### config.mk
export PLATFORM = sky130hd
export DESIGN_NAME = cpu_sequencer
export DESIGN_NICKNAME = d
export VERILOG_FILES = /design/src/rtl/cpu_ctrl_pkg.sv /design/src/rtl/mem_wait_timer.sv /design/src/rtl/cpu_sequencer.sv
export SDC_FILE = /design/constraint.sdc
export NUM_CORES = 1
export LEC_CHECK = 0
export CAP_MARGIN = 20
export CORE_MARGIN = 4
export CORE_UTILIZATION = 44
export DETAILED_ROUTE_END_ITERATION = 8
export HOLD_SLACK_MARGIN = 0.15
export PLACE_DENSITY = 0.87
export SLEW_MARGIN = 20
export SYNTH_ARGS = -nofsm -noshare
export SYNTH_HDL_FRONTEND = slang
export SYNTH_SLANG_ARGS = --single-unit
### constraint.sdc
create_clock -name clock_i -period 2.2 [get_ports clock_i]
set_clock_uncertainty 0.15 [all_clocks]
set_input_delay 0.44 -clock clock_i [delete_from_list [all_inputs] [get_ports clock_i]]
set_output_delay 0.44 -clock clock_i [all_outputs]
set_load 0.02 [all_outputs]
### src/rtl/cpu_ctrl_pkg.sv
`default_nettype none
// ---------------------------------------------------------------------------
// cpu_ctrl_pkg : state, decode-class and datapath mux encodings for the CPU
// Revision: 1.0
// ---------------------------------------------------------------------------
package cpu_ctrl_pkg;

  typedef enum logic [2:0] {
    ST_IDLE   = 3'd0,
    ST_FETCH  = 3'd1,
    ST_DECODE = 3'd2,
    ST_EXEC   = 3'd3,
    ST_MEM    = 3'd4,
    ST_FAULT  = 3'd5
  } state_e;

  typedef enum logic [3:0] {
    CLS_RTYPE = 4'd0,
    CLS_ITYPE = 4'd1,
    CLS_SHIFT = 4'd2,
    CLS_LUI   = 4'd3,
    CLS_BCOND = 4'd4,
    CLS_LOAD  = 4'd5,
    CLS_STOR  = 4'd6,
    CLS_JAL   = 4'd7,
    CLS_JCOND = 4'd8,
    CLS_NOP   = 4'd9
  } op_class_e;

  localparam logic [3:0] OP_RTYPE  = 4'b0000;
  localparam logic [3:0] OP_SHIFT  = 4'b1000;
  localparam logic [3:0] OP_LUI    = 4'b1111;
  localparam logic [3:0] OP_BCOND  = 4'b1100;
  localparam logic [3:0] OP_MISC   = 4'b0100;

  localparam logic [3:0] EXT_LOAD  = 4'b0000;
  localparam logic [3:0] EXT_STOR  = 4'b0100;
  localparam logic [3:0] EXT_JAL   = 4'b1000;
  localparam logic [3:0] EXT_JCOND = 4'b1100;

  localparam logic [1:0] PC_INC    = 2'd0;
  localparam logic [1:0] PC_JUMP   = 2'd1;
  localparam logic [1:0] PC_BRANCH = 2'd2;

  localparam logic [1:0] WSEL_ALU  = 2'd0;
  localparam logic [1:0] WSEL_MEM  = 2'd1;
  localparam logic [1:0] WSEL_LINK = 2'd2;

  function automatic op_class_e decode_class(input logic [7:0] opcode);
    op_class_e cls;
    case (opcode[7:4])
      OP_RTYPE: cls = CLS_RTYPE;
      OP_SHIFT: cls = CLS_SHIFT;
      OP_LUI:   cls = CLS_LUI;
      OP_BCOND: cls = CLS_BCOND;
      OP_MISC: begin
        case (opcode[3:0])
          EXT_LOAD:  cls = CLS_LOAD;
          EXT_STOR:  cls = CLS_STOR;
          EXT_JAL:   cls = CLS_JAL;
          EXT_JCOND: cls = CLS_JCOND;
          default:   cls = CLS_NOP;
        endcase
      end
      default:  cls = CLS_ITYPE;
    endcase
    return cls;
  endfunction

endpackage
`default_nettype wire

### src/rtl/mem_wait_timer.sv
`default_nettype none
// ---------------------------------------------------------------------------
// mem_wait_timer : counts unanswered memory-request cycles against a limit
// Revision: 1.0
// ---------------------------------------------------------------------------
module mem_wait_timer #(
  parameter int TMR_W = 5
) (
  input  logic             clock_i,
  input  logic             reset_i,
  input  logic             clear_i,
  input  logic             count_en_i,
  input  logic [TMR_W-1:0] limit_i,
  output logic             expired_o
);

  logic [TMR_W-1:0] cnt_q;

  always_ff @(posedge clock_i) begin
    if (reset_i || clear_i) begin
      cnt_q <= '0;
    end else if (count_en_i && (cnt_q != limit_i)) begin
      cnt_q <= cnt_q + TMR_W'(1);
    end
  end

  // High when one more unanswered cycle brings the count to the limit.
  assign expired_o = (cnt_q == (limit_i - TMR_W'(1)));

endmodule
`default_nettype wire

### src/rtl/cpu_sequencer.sv
`default_nettype none
// ---------------------------------------------------------------------------
// cpu_sequencer : multi-cycle fetch/decode/execute/memory control FSM
// Revision: 1.0
// ---------------------------------------------------------------------------
module cpu_sequencer
  import cpu_ctrl_pkg::*;
#(
  parameter int MEM_TIMEOUT = 16,
  parameter int TMR_W       = 5
) (
  input  logic       clock_i,
  input  logic       reset_i,
  input  logic       run_i,
  input  logic [7:0] opcode_i,
  input  logic       cond_true_i,
  input  logic       mem_ready_i,
  output logic       mem_req_o,
  output logic       mem_we_o,
  output logic       addr_sel_o,
  output logic       ir_load_o,
  output logic       pc_en_o,
  output logic [1:0] pc_src_o,
  output logic       rf_we_o,
  output logic [1:0] rf_wsel_o,
  output logic       alu_imm_o,
  output logic       flags_we_o,
  output logic       fault_o,
  output logic       busy_o
);

  state_e    state_q, state_d;
  logic      fault_q;
  op_class_e cls;
  state_e    retire_state;
  logic      tmr_clear, tmr_count, tmr_expired;

  assign tmr_clear = (state_q != ST_FETCH) && (state_q != ST_MEM);
  assign tmr_count = !tmr_clear && !mem_ready_i;

  mem_wait_timer #(.TMR_W(TMR_W)) u_timer (
    .clock_i    (clock_i),
    .reset_i    (reset_i),
    .clear_i    (tmr_clear),
    .count_en_i (tmr_count),
    .limit_i    (TMR_W'(MEM_TIMEOUT)),
    .expired_o  (tmr_expired)
  );

  always_ff @(posedge clock_i) begin
    if (reset_i) begin
      state_q <= ST_IDLE;
      fault_q <= 1'b0;
    end else begin
      state_q <= state_d;
      if (state_d == ST_FAULT) fault_q <= 1'b1;
    end
  end

  always_comb begin
    state_d    = state_q;
    mem_req_o  = 1'b0;
    mem_we_o   = 1'b0;
    addr_sel_o = 1'b0;
    ir_load_o  = 1'b0;
    pc_en_o    = 1'b0;
    pc_src_o   = PC_INC;
    rf_we_o    = 1'b0;
    rf_wsel_o  = WSEL_ALU;
    alu_imm_o  = 1'b0;
    flags_we_o = 1'b0;
    cls        = decode_class(opcode_i);
    // run is only honoured when an instruction boundary is reached.
    retire_state = run_i ? ST_FETCH : ST_IDLE;

    case (state_q)
      ST_IDLE: begin
        if (run_i) state_d = ST_FETCH;
      end
      ST_FETCH: begin
        mem_req_o = 1'b1;
        if (mem_ready_i) begin
          ir_load_o = 1'b1;
          state_d   = ST_DECODE;
        end else if (tmr_expired) begin
          state_d = ST_FAULT;
        end
      end
      ST_DECODE: begin
        state_d = ST_EXEC;
      end
      ST_EXEC: begin
        pc_en_o = 1'b1;
        state_d = retire_state;
        case (cls)
          CLS_RTYPE, CLS_ITYPE: begin
            rf_we_o    = 1'b1;
            flags_we_o = 1'b1;
            alu_imm_o  = (cls == CLS_ITYPE);
          end
          CLS_SHIFT, CLS_LUI: begin
            rf_we_o   = 1'b1;
            alu_imm_o = (cls == CLS_LUI) || opcode_i[0];
          end
          CLS_JAL: begin
            rf_we_o   = 1'b1;
            rf_wsel_o = WSEL_LINK;
            pc_src_o  = PC_JUMP;
          end
          CLS_JCOND: pc_src_o = cond_true_i ? PC_JUMP : PC_INC;
          CLS_BCOND: pc_src_o = cond_true_i ? PC_BRANCH : PC_INC;
          CLS_LOAD, CLS_STOR: begin
            pc_en_o = 1'b0;
            state_d = ST_MEM;
          end
          default: ;
        endcase
      end
      ST_MEM: begin
        mem_req_o  = 1'b1;
        addr_sel_o = 1'b1;
        mem_we_o   = (cls == CLS_STOR);
        if (mem_ready_i) begin
          pc_en_o = 1'b1;
          if (cls == CLS_LOAD) begin
            rf_we_o   = 1'b1;
            rf_wsel_o = WSEL_MEM;
          end
          state_d = retire_state;
        end else if (tmr_expired) begin
          state_d = ST_FAULT;
        end
      end
      ST_FAULT: ;
      default: state_d = ST_IDLE;
    endcase
  end

  assign fault_o = fault_q;
  assign busy_o  = (state_q != ST_IDLE) && (state_q != ST_FAULT);

endmodule
`default_nettype wire

* Word level (Yosys, flattened, before mapping)
Index checks and enable logic that the tools add are counted.
** Word-level totals
- Register bits after elaboration :: 9
- Input port bits :: 13
- Output and inout port bits :: 14
** Operators by class
- $add $sub $neg :: 1
- Eq/ne operators :: 26
- Muxes and demuxes :: 32
- Reduce and logical (&&, ||, !) cells :: 18
** Operator list (number)
- 4-bit by 3-bit equality test with 1-bit output (second input constant) :: 6
- 4-bit equality test (second input constant) :: 6
- 4-bit one-hot mux with 5 select lines :: 1
- 3-bit one-hot mux with 6 select lines :: 1
- 1-bit two-way mux :: 16
- 4-bit one-hot mux with 4 select lines :: 1
- 3-bit two-way mux :: 5
- 4-bit zero test :: 3
- 3-bit equality test (second input constant) :: 3
- 4-bit by 2-bit equality test with 1-bit output (second input constant) :: 2
- 2-bit OR reduction :: 4
- 3-bit by 2-bit equality test with 1-bit output (second input constant) :: 2
- 2-bit two-way mux :: 3
- 3-bit != test (second input constant) :: 2
- 1-bit one-hot mux with 2 select lines :: 3
- 2-bit one-hot mux with 3 select lines :: 1
- 5-bit by 1-bit adder with 5-bit output (second input constant) :: 1
- 5-bit by 4-bit equality test with 1-bit output (second input constant) :: 1
- 5-bit != test (second input constant) :: 1
- 5-bit OR reduction :: 1
- 4-bit by 1-bit equality test with 1-bit output (second input constant) :: 1
- 1-bit logical AND :: 4
- 2-bit one-hot mux with 2 select lines :: 1
- 3-bit by 1-bit equality test with 1-bit output (second input constant) :: 1
- 5 further kinds :: 7

* Logic depth before layout (Yosys ltp)
- Depth in word-level cells :: 8
- Gate-level depth with buffers :: 7

* Hierarchy
Synthesis repeated with hierarchy kept, for this count alone.
** Second synthesis, totals
- Cell total of the unflattened synthesis :: 135
- Area total of the unflattened synthesis :: 1012.2 µm²
** Modules (own cells, without submodules)
- cpu_sequencer :: times used 1, cells an instance 81, area each 556.8 µm²
- mem_wait_timer :: times used 1, cells an instance 54, area each 455.4 µm²

* Worst setup path before layout
OpenSTA, ideal clock, no wires.
- Kind :: reg-to-output
- Start :: reg state_q[2]
- End :: out rf_we_o
- Arrival time :: 1887 ps
- Data required time :: 1610 ps
- Setup slack :: -277 ps
- Cell stages (with the launch flop) :: 6
- Path through :: dfxtp_1 -> buf_6 -> nor3b_1 -> nand2_1 -> nor3b_2 -> or3_1
** On the way
- Word-level cells in the longest chain between the ends :: 2
- Elaborated cells on any way between the ends :: 3
** Ends and longest elaborated chain
- from (decl) :: line cpu_sequencer.sv:32 : state_e state_q, state_d;
- from (signal assigned) :: line cpu_sequencer.sv:55 : state_q <= state_d;
- 3-bit equality test / 3-bit by 2-bit equality test with 1-bit output (equally long branches) :: line cpu_sequencer.sv:76 : case (state_q)
- 1-bit one-hot mux with 2 select lines * :: line cpu_sequencer.sv:76
- to (decl) :: line cpu_sequencer.sv:24 : output logic rf_we_o,
Every way passes the cells marked *; elsewhere a longest branch is shown, timed or not.

* Worst setup path in the final report
- Start :: in opcode_i[4]
- End :: out rf_we_o
** On the way
- Word-level cells in the longest chain between the ends :: 6
- Elaborated cells on any way between the ends :: 17
** Ends and longest elaborated chain
- from (decl) :: line cpu_sequencer.sv:15 : input logic [7:0] opcode_i,
- 4-bit by 3-bit equality test with 1-bit output, or another cell as far along :: line cpu_ctrl_pkg.sv:51 : case (opcode[7:4])
- 4-bit one-hot mux with 5 select lines * :: line cpu_ctrl_pkg.sv:51
- 4-bit by 1-bit equality test with 1-bit output, or another cell as far along :: line cpu_sequencer.sv:95 : case (cls)
- 5-bit OR reduction (no line) / 1-bit two-way mux (equally long branches)
- 1-bit two-way mux (on tied branches) :: line cpu_sequencer.sv:95, cpu_sequencer.sv:123
- 1-bit one-hot mux with 2 select lines * :: line cpu_sequencer.sv:76
Marked as above.

==> out/metrics.csv <==
metric,value,unit
status,"complete, no violations",
Post-Synth Simple-Gate Area,40.1,%
CP endpoint kind,output pin,
Iter 0 DRT Violations,35,
PD cells,365,nW/µm²
most frequent cell after synthesis,dfxtp_1,
"Top FF cell, synth",dfxtp_1,
fmax,458,MHz
fin util,81.2,%
Residual DRC,0,
crit path cell chain,"buf_6, or3b_4, nor3_4, and4b_2, or3_4, buf_6",
Synth top area share,23.3,%
total clock sinks,9,
Yosys reg bits,9,
starting density of the core,49.1,%
vias in the first global route,936,
clk buf depth,2,
post-synthesis net count,105,
adder-cell area share of the yosys netlist,4.85,%
filler cell count,95,
crit path kind,primary input to output pin,
pin count of the biggest net entering global routing,14,
setup_tns,0,ns
DIE AREA,2500,µm²
Gate Count Post-Synth,89,
initial antenna violation count,0,
GP Congestion,0.827,
Die Y,50.0,µm
global route overflow,0,
worst skew pair latency,0.27,ns
highest net fanout along the worst path,3,
Max Slew Vio Count,0,
first-pass GRT wire length,4540,µm
cell row count,14,
Routed Antenna Nets,0,
hold_buf cts,0,
diode count,0,
IO Pins,27,
clk slew on worst S/H paths,0.07,ns
CP most frequent cell,buf_6,
share of layout cells above drive strength 1,47.9,%
Leakage,0.632,nW
CORE AREA,1580,µm²
max incr delay on CP,0.41,ns
Tmin final,2.19,ns
buffers plus inverters on the worst setup path,2,
drt total wl,2780,µm
mux cell area share after synthesis,5.33,%
xor and xnor area share after synthesis,4.68,%
# H-tree levels,1,
combinational family with the most area after synthesis,simple AND/OR/NAND/NOR gates,
synth unique cells,43,
Die X-Extent,50.0,µm
CTS tree,built,
drt pass-1 iters,4,
commonest cells in the netlist,"dfxtp_1, nor2_1, inv_1, o21ai_0",
WP data required,1.61,ns
"Setup violations, final",0,
worst slew pin tran,0.509,ns
WL per Instance,17.4,µm
CP startpoint kind,primary input,
max-capacitance violation count,0,
Synth Warn #,0,
"top cells by area, synth","dfxtp_1, ha_1, mux2i_1, o21ai_0, nor2_1",
Post-synth ARST share,0,%
Synth Cell Area,774,µm²
number of enable flip-flop cells after synthesis,0,
Slew HR,65.6,%
"Avg Cell Area, Syn",8.70,µm²
worst IR drop on VDD,218,µV
synthesis-to-finish area growth,65.3,%
# port buffers,26,
via count,937,
Crit-path slowest cell,or3b_4,
"Seq/Total Area, Yosys",23.3,%
CTS buffer count,3,
Layout Nets,161,
CP top delay family,simple AND/OR/NAND/NOR gates,
Synth Area in Compound Gates,14.9,%
Yosys top cell by area,dfxtp_1,
clk root buf,clkbuf_4,
hold violation count in the final report,0,
hold crit path type,flip-flop to flip-flop,
HPWL after DPL,1720,µm
CP Data Arrival Time,1.60,ns
unrepaired setup endpoints after global routing,yes,
fin crit share,99.3,%
Via density,5.86,
gr usage total,23.9,%
[cells in the final DEF (no fill, tap or decap), types with 2 or more instances in the layout]
master and n:
nand4_1 3, buf_4 28, nor3_1 4, buf_6 5
and3_1 3, dfxtp_2 2, buf_2 6, clkbuf_2 5
ha_1 3, nor4_4 2, dfxtp_1 6, dlygate4sd2_1 5
nor2_1 7, mux2i_1 3, clkbuf_4 3, inv_1 6
clkdlybuf4s50_1 5, or3_4 2, nand2_1 4, a21oi_1 5
o21ai_0 6
[stage by stage]
| stage | std cells | area, µm² | setup slack [ns] | hold slack [ns] | power (mW) |
|---|---|---|---|---|---|
| 2_1_floorplan | 89 | 786 | 0.00493 | 0.311 | 0.251 |
| 3_3_place_gp | 143 | 1150 | -0.789 | 0.332 | 0.315 |
| 3_5_place_dp | 143 | 1150 | -0.875 | 0.332 | 0.319 |
| 4_1_cts | 158 | 1260 | -0.0114 | 0.352 | 0.453 |
| 5_1_grt | 160 | 1280 | -0.0475 | 0.397 | 0.494 |
| 6_report | 160 | 1280 | 0.0145 | 0.366 | 0.467 |
[registers in the layout, summed over array words and instances, names as in the netlist]
signal	flops
fault_o	1
u_timer.cnt_q	5
state_q	3
[repair_timing]
action | 4_1_cts | 5_1_grt
setup buffers | 11 | 2
endpoints found under the setup margin | 13 | 9
gates resized for setup | 66 | 16
pin swaps | 6 | 9
[worst paths after layout]
path	from	end	slack, ns	cells after the start
worst max-delay path	opcode_i[4]	rf_we_o	0.01	6
worst min-delay path	fault_o	fault_o	0.37	2
worst max register to register	u_timer.cnt_q[0]	fault_o	0.39	7
worst min register to register	fault_o	fault_o	0.37	2
[where the power goes]
group | internal (mW) | leakage (nW) | switching (mW) | total, mW
registers | 0.167 | 0.0745 | 0.00616 | 0.173
logic | 0.0803 | 0.543 | 0.0781 | 0.158
clock network | 0.0702 | 0.0150 | 0.0647 | 0.135
[worst reg2reg max path, cell delays in order (launching register included)]
cell,delay (ns)
dfxtp_1,0.38
ha_1,0.22
and3_1,0.17
ha_1,0.17
mux2i_1,0.07
o21ai_0,0.13
o21ai_0,0.15
a311oi_1,0.29
[area by class of cell]
type	count	area (µm²)	share of cell area (%)
multi-input combinational	70	597	46.6
timing repair buffer	55	428	33.4
sequential	9	186	14.6
clock buffer	4	26.3	2.05
inverter	6	22.5	1.76
tap	16	20.0	1.56
[kinds of logic (layout without fill, tap and decap cells)]
family,count (synthesis),in the layout
AND/OR/NAND/NOR,43,43
buffers and inverters,10,65
multiplexers,4,4
flip-flops,9,9
XOR/XNOR,2,2
adder cells (fa/ha/maj),3,3
AO/OA/AOI/OAI,18,18
[per-layer routing]
layer  GRT usage (%)  vias up  part of all wire (%)
li1                -      442                     -
met1            29.3      446                    41
met2            42.1       37                    51
met3            3.61       12                   3.7
met4            7.83        0                   3.7
met5               0        -                     0
No activity file was read; power rests on OpenSTA's default activity.
